**config.mk**
```make
export PLATFORM = sky130hd
export DESIGN_NAME = tc_multiway
export DESIGN_NICKNAME = d
export VERILOG_FILES = /design/src/rtl/tc_multiway.sv
export SDC_FILE = /design/constraint.sdc
export NUM_CORES = 1
export LEC_CHECK = 0
export CELL_PAD_IN_SITES_DETAIL_PLACEMENT = 1
export CELL_PAD_IN_SITES_GLOBAL_PLACEMENT = 1
export CORE_ASPECT_RATIO = 0.7
export CORE_MARGIN = 2
export CORE_UTILIZATION = 44
export CTS_BUF_LIST = sky130_fd_sc_hd__clkbuf_2 sky130_fd_sc_hd__clkbuf_4 sky130_fd_sc_hd__clkbuf_8
export CTS_CLUSTER_SIZE = 40
export DETAILED_ROUTE_END_ITERATION = 16
export PLACE_DENSITY = 0.87
export SYNTH_ARGS = -nofsm -noshare
export SYNTH_HDL_FRONTEND = slang
export SYNTH_SLANG_ARGS = --single-unit
```
**constraint.sdc**
```tcl
create_clock -name CLK -period 3 [get_ports CLK]
set_clock_uncertainty 0.05 [all_clocks]
set_input_delay 0.3 -clock CLK [delete_from_list [all_inputs] [get_ports CLK]]
set_output_delay 0.3 -clock CLK [all_outputs]
set_load 0.05 [all_outputs]
```
**src/rtl/tc_multiway.sv**
```systemverilog
// tc_multiway: N-approach traffic-light controller with round-robin service
// and sensor-driven green extension. A tick prescaler acts as a clock enable
// for the phase FSM; everything runs on the single CLK domain.
module tc_multiway #(
  parameter int N_WAY        = 4,
  parameter int TICK_DIV     = 500000000,
  parameter int GREEN_MIN    = 2,
  parameter int GREEN_MAX    = 6,
  parameter int YELLOW_TICKS = 1,
  parameter int ALLRED_TICKS = 1
) (
  input  logic                     CLK,
  input  logic                     R,
  input  logic [N_WAY-1:0]         T,
  output logic [3*N_WAY-1:0]       L,
  output logic [$clog2(N_WAY)-1:0] CUR,
  output logic [1:0]               PHASE,
  output logic                     TICK
);

  localparam int CW = $clog2(N_WAY);
  localparam int PW = $clog2(TICK_DIV);
  // The timer is shared by all phases, so it must hold the largest count any
  // phase needs; with the usual settings this is just GREEN_MAX.
  localparam int TIMER_SPAN =
    (GREEN_MAX > YELLOW_TICKS) ?
      ((GREEN_MAX > ALLRED_TICKS) ? GREEN_MAX : ALLRED_TICKS) :
      ((YELLOW_TICKS > ALLRED_TICKS) ? YELLOW_TICKS : ALLRED_TICKS);
  localparam int TW = $clog2(TIMER_SPAN + 1);

  typedef enum logic [1:0] {
    PH_GREEN  = 2'd0,
    PH_YELLOW = 2'd1,
    PH_ALLRED = 2'd2
  } phase_t;

  logic [PW-1:0] presc;
  logic          tick;

  phase_t        phase, phase_d;
  logic [CW-1:0] cur, cur_d;
  logic [CW-1:0] nxt, nxt_d;
  logic [TW-1:0] timer, timer_d;

  logic          other_req;
  logic [CW-1:0] nxt_sel;
  logic [CW-1:0] idx_c;
  logic          found;
  int            t_inc;

  assign tick = (presc == PW'(TICK_DIV - 1));

  // Prescaler: free-running 0..TICK_DIV-1 counter producing the timing enable.
  always_ff @(posedge CLK) begin
    if (R) begin
      presc <= '0;
    end else if (tick) begin
      presc <= '0;
    end else begin
      presc <= presc + 1'b1;
    end
  end

  // Request scan: any waiting approach other than cur, and the first one after cur in rotation.
  always_comb begin
    other_req = 1'b0;
    nxt_sel   = cur;
    found     = 1'b0;
    idx_c     = '0;
    for (int k = 1; k < N_WAY; k++) begin
      idx_c = CW'((int'(cur) + k) % N_WAY);
      if (T[idx_c] && !found) begin
        found   = 1'b1;
        nxt_sel = idx_c;
      end
      other_req = other_req | T[idx_c];
    end
  end

  // Next-state logic: phase decisions happen only on tick cycles.
  always_comb begin
    phase_d = phase;
    cur_d   = cur;
    nxt_d   = nxt;
    timer_d = timer;
    t_inc   = int'(timer) + 1;
    if (tick) begin
      case (phase)
        PH_GREEN: begin
          if (t_inc >= GREEN_MIN && other_req && (!T[cur] || t_inc >= GREEN_MAX)) begin
            phase_d = PH_YELLOW;
            nxt_d   = nxt_sel;
            timer_d = '0;
          end else if (t_inc >= GREEN_MAX) begin
            timer_d = TW'(GREEN_MAX);
          end else begin
            timer_d = TW'(t_inc);
          end
        end
        PH_YELLOW: begin
          if (t_inc == YELLOW_TICKS) begin
            timer_d = '0;
            if (ALLRED_TICKS == 0) begin
              phase_d = PH_GREEN;
              cur_d   = nxt;
            end else begin
              phase_d = PH_ALLRED;
            end
          end else begin
            timer_d = TW'(t_inc);
          end
        end
        PH_ALLRED: begin
          if (t_inc == ALLRED_TICKS) begin
            timer_d = '0;
            phase_d = PH_GREEN;
            cur_d   = nxt;
          end else begin
            timer_d = TW'(t_inc);
          end
        end
        default: begin
          phase_d = PH_GREEN;
          timer_d = '0;
        end
      endcase
    end
  end

  // State register: reset wins over any tick on the same edge.
  always_ff @(posedge CLK) begin
    if (R) begin
      phase <= PH_GREEN;
      cur   <= '0;
      nxt   <= '0;
      timer <= '0;
    end else begin
      phase <= phase_d;
      cur   <= cur_d;
      nxt   <= nxt_d;
      timer <= timer_d;
    end
  end

  // Light decode from registered phase and cur: only the served approach leaves red.
  always_comb begin
    L = '0;
    for (int i = 0; i < N_WAY; i++) begin
      L[3*i +: 3] = 3'b100;
      if (CW'(i) == cur) begin
        if (phase == PH_GREEN) begin
          L[3*i +: 3] = 3'b001;
        end else if (phase == PH_YELLOW) begin
          L[3*i +: 3] = 3'b010;
        end
      end
    end
  end

  assign CUR   = cur;
  assign PHASE = phase;
  assign TICK  = tick;

endmodule

```
Word-level counts from Yosys, hierarchy flattened. Index checks and enable logic that the tools add are counted.

Register bits: 38. Output and inout port bits: 17.

Order comparisons: 6. Bitwise logic cells: 2. Reductions and logical operators: 15. Mux-type cells: 27. Add/sub/neg operators: 5. Eq/ne operators: 10.

Operator list (number): 29-bit by 1-bit adder with 29-bit output (second input constant) (1); 29-bit == test (second input constant) (1); 3-bit two-way mux (9); 2-bit by 3-bit < comparator with 1-bit output (second input constant) (4); 2-bit two-way mux (6); 1-bit binary-select mux with 2-bit select (4); 1-bit two-way mux (6); 2-bit != test (second input constant) (3); 2-bit one-hot mux with 3 select lines (1); 3-bit one-hot mux with 2 select lines (1); 3-bit AND reduction (2); 2-bit adder (second input constant) (2); 3-bit by 1-bit adder with 4-bit output (second input constant) (1); 2-bit == test (first input constant) (2); 4-bit by 1-bit == test with 1-bit output (second input constant) (1); 4-bit by 2-bit greater-or-equal comparator with 1-bit output (second input constant) (1); 4-bit by 3-bit greater-or-equal comparator with 1-bit output (second input constant) (1); 1-bit logical AND (4); 2-bit logical NOT (2); 4-bit AND reduction (1); 2-bit OR reduction (2); 1-bit logical NOT (3); 2-bit by 1-bit adder with 2-bit output (second input constant) (1); 1-bit by 2-bit == test with 1-bit output (first input constant) (1); 4 further kinds (5).

Depth between registers and ports, before layout.
Depth after elaboration: 10. Depth in mapped cells: 8. Gate-level depth less buffers: 7.

Worst setup path before layout. No wires, ideal clock.

Path kind: reg2reg. From: reg cur[0], in the netlist CUR[0]. To: reg timer[2]. Cell stages (with the launch flop): 9. Slack: 0.161 ns. Arrival: 2.714 ns. Data required time: 2.875 ns. Period minus slack after synthesis: 2.839 ns. Setup time: 0.075 ns. Cell sequence: dfxtp_1 -> buf_2 -> inv_2 -> ha_1 -> mux4_2 -> nor3_2 -> a221oi_1 -> or4b_1 -> a31oi_1.

Cells in the longest elaborated chain, start to end: 9.

Ends and longest elaborated chain: from (decl) (RTL line 41) `logic [CW-1:0] cur, cur_d;`; from (signal assigned) (RTL line 139) `cur <= cur_d;`; 2-bit by 1-bit adder with 2-bit output or 2-bit adder (tied branches) (RTL line 71) `idx_c = CW'((int'(cur) + k) % N_WAY);`; 1-bit binary-select mux with 2-bit select (RTL line 76) `other_req = other_req | T[idx_c];`; 1-bit two-way mux (implied by the code) (RTL line 76); 1-bit OR (2 in series) (RTL line 76); 1-bit logical AND (RTL line 90) `if (t_inc >= GREEN_MIN && other_req && (!T[cur] || t_inc >= GREEN_MAX)) begin`; 1-bit logical AND (*) (RTL line 90); 3-bit two-way mux (*) (RTL line 90); 3-bit one-hot mux with 2 select lines (*) (RTL line 88) `case (phase)`; to (signal assigned) (RTL line 141) `timer <= timer_d;`; to (decl) (RTL line 43) `logic [TW-1:0] timer, timer_d;`.

Mark *: on every way between the ends. The rest lies on a longest branch, timed or not. The select of a mux whose other input is x is not followed. A chain may end at the register's enable or synchronous reset.

Worst setup path after layout.
From: reg presc[8]. To: out TICK.

Cells in the longest elaborated chain, start to end: 1.

Ends and longest elaborated chain: from (decl) (RTL line 37) `logic [PW-1:0] presc;`; from (signal assigned) (RTL line 60) `presc <= presc + 1'b1;`; 29-bit == test (RTL line 51) `assign tick = (presc == PW'(TICK_DIV - 1));`; to (decl) (RTL line 18) `output logic TICK`.

Every way passes these cells.

==> summary.md <==
| Metric | Value |
|---|---|
| Synth Net Count | `around 300` |
| CP arrival | `approximately 2400 ps` |
| Crit path max-delay cell type | `clkdlybuf4s50_1` |
| Post-synthesis cell type count | `44` |
| Ys async rst share | `0%` |
| Synth Instances | `around 280` |
| Core area | `around 5200 µm²` |
| Total Wirelength | `just over 6000 µm` |
| Switching part of the total | `between 20% and 30%` |
| Worst-margin pin slew | `approximately 620 ps` |
| Critical path's top delay family | `buffers and inverters` |
| Die span in y | `around 65 µm` |
| Initial antenna violation count | `0` |
| LEAKAGE | `slightly below 0.9 nW` |
| Clk Latency, worst-skew pair | `290 ps` |
| Logic pwr share | `under 10%` |
| Logic depth of the worst setup path including buffers | `5` |
| Most frequent cells in the layout | `nor2_1 (44), dfxtp_1 (38), xnor2_1 (23)` |
| Setup crit end kind | `primary output` |
| Max-slew violation count | `0` |
| Remaining DRCs | `0` |
| Power Internal | `slightly below 700 µW` |
| CTS H-tree depth | `2` |
| Grt ovf | `0` |
| IO Count | `23` |
| Register bit total from synthesis | `38` |
| Commonest non-fill, non-tap cell in the layout | `nor2_1` |
| Die area | `5910 µm²` |
| Cells on Worst Hold Path | `1` |
| Largest net degree at the start of global routing | `29` |
| Die W | `just over 90 µm` |
| Seq/Total Area, Yosys | `32.6%` |
| Vias | `about 2100` |
| Worst min path class | `reg2reg` |
| Worst VDD drop | `approximately 0.26 mV` |
| Reg area | `roughly 760 µm²` |
| Post-synth EDFFs | `0` |
| CTS root buf | `clkbuf_8` |
| Final core area utilization | `51.9%` |
| ANT nets after route | `0` |
| Post-Syn Area per Cell | `between 8 and 9 µm²` |
| Layout area overhead | `15.1%` |
| CTS Buffer Depth | `2` |
| Critical-path cell list | `nor4b_1 > and4_1 > nand3_1 > inv_1 > clkdlybuf4s50_1` |
| CTS sink cnt | `38` |
| Data required, critical path | `~2700 ps` |
| Outcome | `finished clean` |
| Dpl hpwl | `approximately 4600 µm` |
| Number of DRC markers in iteration 0 | `120` |
| R2R depth | `7` |
| Relative slew slack | `just under 60%` |
| Crit start category | `flip-flop` |
| N_diodes | `0` |
| CTS tree | `done` |
| Global-route wire length before repair | `10100 µm` |
| Worst Path Max Fanout | `5` |
| Clock transition at the registers of the reported paths | `80 ps` |
| WS Path Type | `reg2out` |
| Synth Cell Area | `roughly 2300 µm²` |
| Final setup TNS | `0 ps` |
| Footprint of the multi-input gates | `between 1000 and 1500 µm²` |
| Avg WL per Cell | `about 17 µm` |
| Initial Util | `a little under half` |
| Tcrit/Tclk final | `just over 90%` |
| Psw | `approximately 210 µW` |
| Fmax achieved | `361 MHz` |
| Top FF cell, synth | `dfxtp_1` |
| Final Setup Violations | `0` |
| GRT Total Usage | `21.7%` |
| WP buf/inv | `2` |
| Total Nets Final | `about 320` |
| Final hold viol count | `0` |
| Max-cap violations | `0` |
| Drt pass-1 iters | `4` |
| Part of the power in registers | `between 50% and 60%` |
| Pwr dens | `around 330 nW/µm²` |
| IO Port Bufs | `22` |
| CTS Buf Count | `5` |
| Minimum clock period | `between 2000 and 3000 ps` |
| Cell Rows | `22` |
| DR vias/cell | `5.57` |
| Clk pwr share | `a little under two fifths` |
| Layout cells sized above 1 | `7.07%` |
| RSZ-0062 raised after global routing | `false` |
| Filler Cells Inserted | `about 660` |
| Vias in the first global route | `approximately 2000` |
| Crit path largest cell delay | `800 ps` |
| RD Place Congestion | `about 0.80` |
| Ys Warns | `0` |
[final cells by class]
class	count	area share, %
multi-input combinational	214	54.6
clock inverter	2	0.373
clock buffer	5	2.56
sequential	38	28.3
timing repair buffer	24	8.76
tap	72	3.36
inverter	14	1.96
[per-stage QoR]
stage	total power [mW]	hold slack, ps	setup slack [ps]	area [µm²]	instances
after floorplan	0.548	363	161	2330	279
after detailed placement	0.566	388	401	2600	362
after global placement	0.563	372	472	2600	362
final	0.896	393	229	2680	369
after CTS	0.900	399	97.9	2680	369
after global routing	0.923	424	62.9	2680	369
[worst reg2reg max path: stages (launching register included)]
cell      delay [ps]
dfxtp_1          570
inv_1            120
ha_1             420
mux4_2           360
nor3_2           230
a221oi_1         120
or4b_1           490
a31oi_1          170
[timing repair]
action	CTS	global route
hold buffers	0	0
resized for setup	0	1
buffers inserted	0	0
setup endpoints to repair	0	1
[registers in the layout, summed over array words and instances (netlist names)]
register,flops
nxt,2
CUR,2
presc,29
timer,3
PHASE,2
[Yosys cell counts (7+ instances only)]
master / instances / area, µm²
nor2_1: 44 / 165
dfxtp_1: 38 / 761
xnor2_1: 23 / 201
nand3_1: 16 / 80.1
ha_1: 13 / 163
inv_1: 13 / 48.8
nand2_1: 12 / 45.0
nor4_1: 12 / 75.1
and2_1: 9 / 56.3
nor3_1: 9 / 45.0
clkbuf_1: 8 / 30.0
a21oi_1: 7 / 35.0
and3_1: 7 / 43.8
[worst paths after layout]
path | start | end | slack (ps)
worst max-delay path | presc[8] | TICK | 230
worst max register to register | CUR[1] | timer[2] | 390
worst min register to register | presc[0] | presc[0] | 390
worst min-delay path | presc[0] | presc[0] | 390
[kinds of logic after synthesis]
| family | after synthesis | synth area share (%) |
|---|---|---|
| adders and majority gates | 13 | 6.98 |
| buffers and inverters | 27 | 4.72 |
| xor gates and xnor gates | 28 | 10.5 |
| and+or+nand+nor | 135 | 30.4 |
| DFF | 38 | 32.6 |
| muxes | 7 | 5.21 |
| AOI/OAI and AO/OA | 31 | 9.50 |
[per-layer routing]
metal  vias up  wire, µm  global-route usage [%]
li1       1023         -                       -
met5         -         0                       0
met1       999      3130                    30.4
met4         0        59                    5.87
met2        24      2750                    34.1
met3         8       193                    4.30
[power groups by stage]
stage / Combinational, mW / Clock, mW / Sequential [mW]
final: 0.0438 / 0.342 / 0.510
after global routing: 0.0482 / 0.365 / 0.510
after CTS: 0.0441 / 0.346 / 0.510
after detailed placement: 0.0440 / 0 / 0.522
after global placement: 0.0414 / 0 / 0.522
after floorplan: 0.0279 / 0 / 0.520
(Power assumes the default switching activity.)
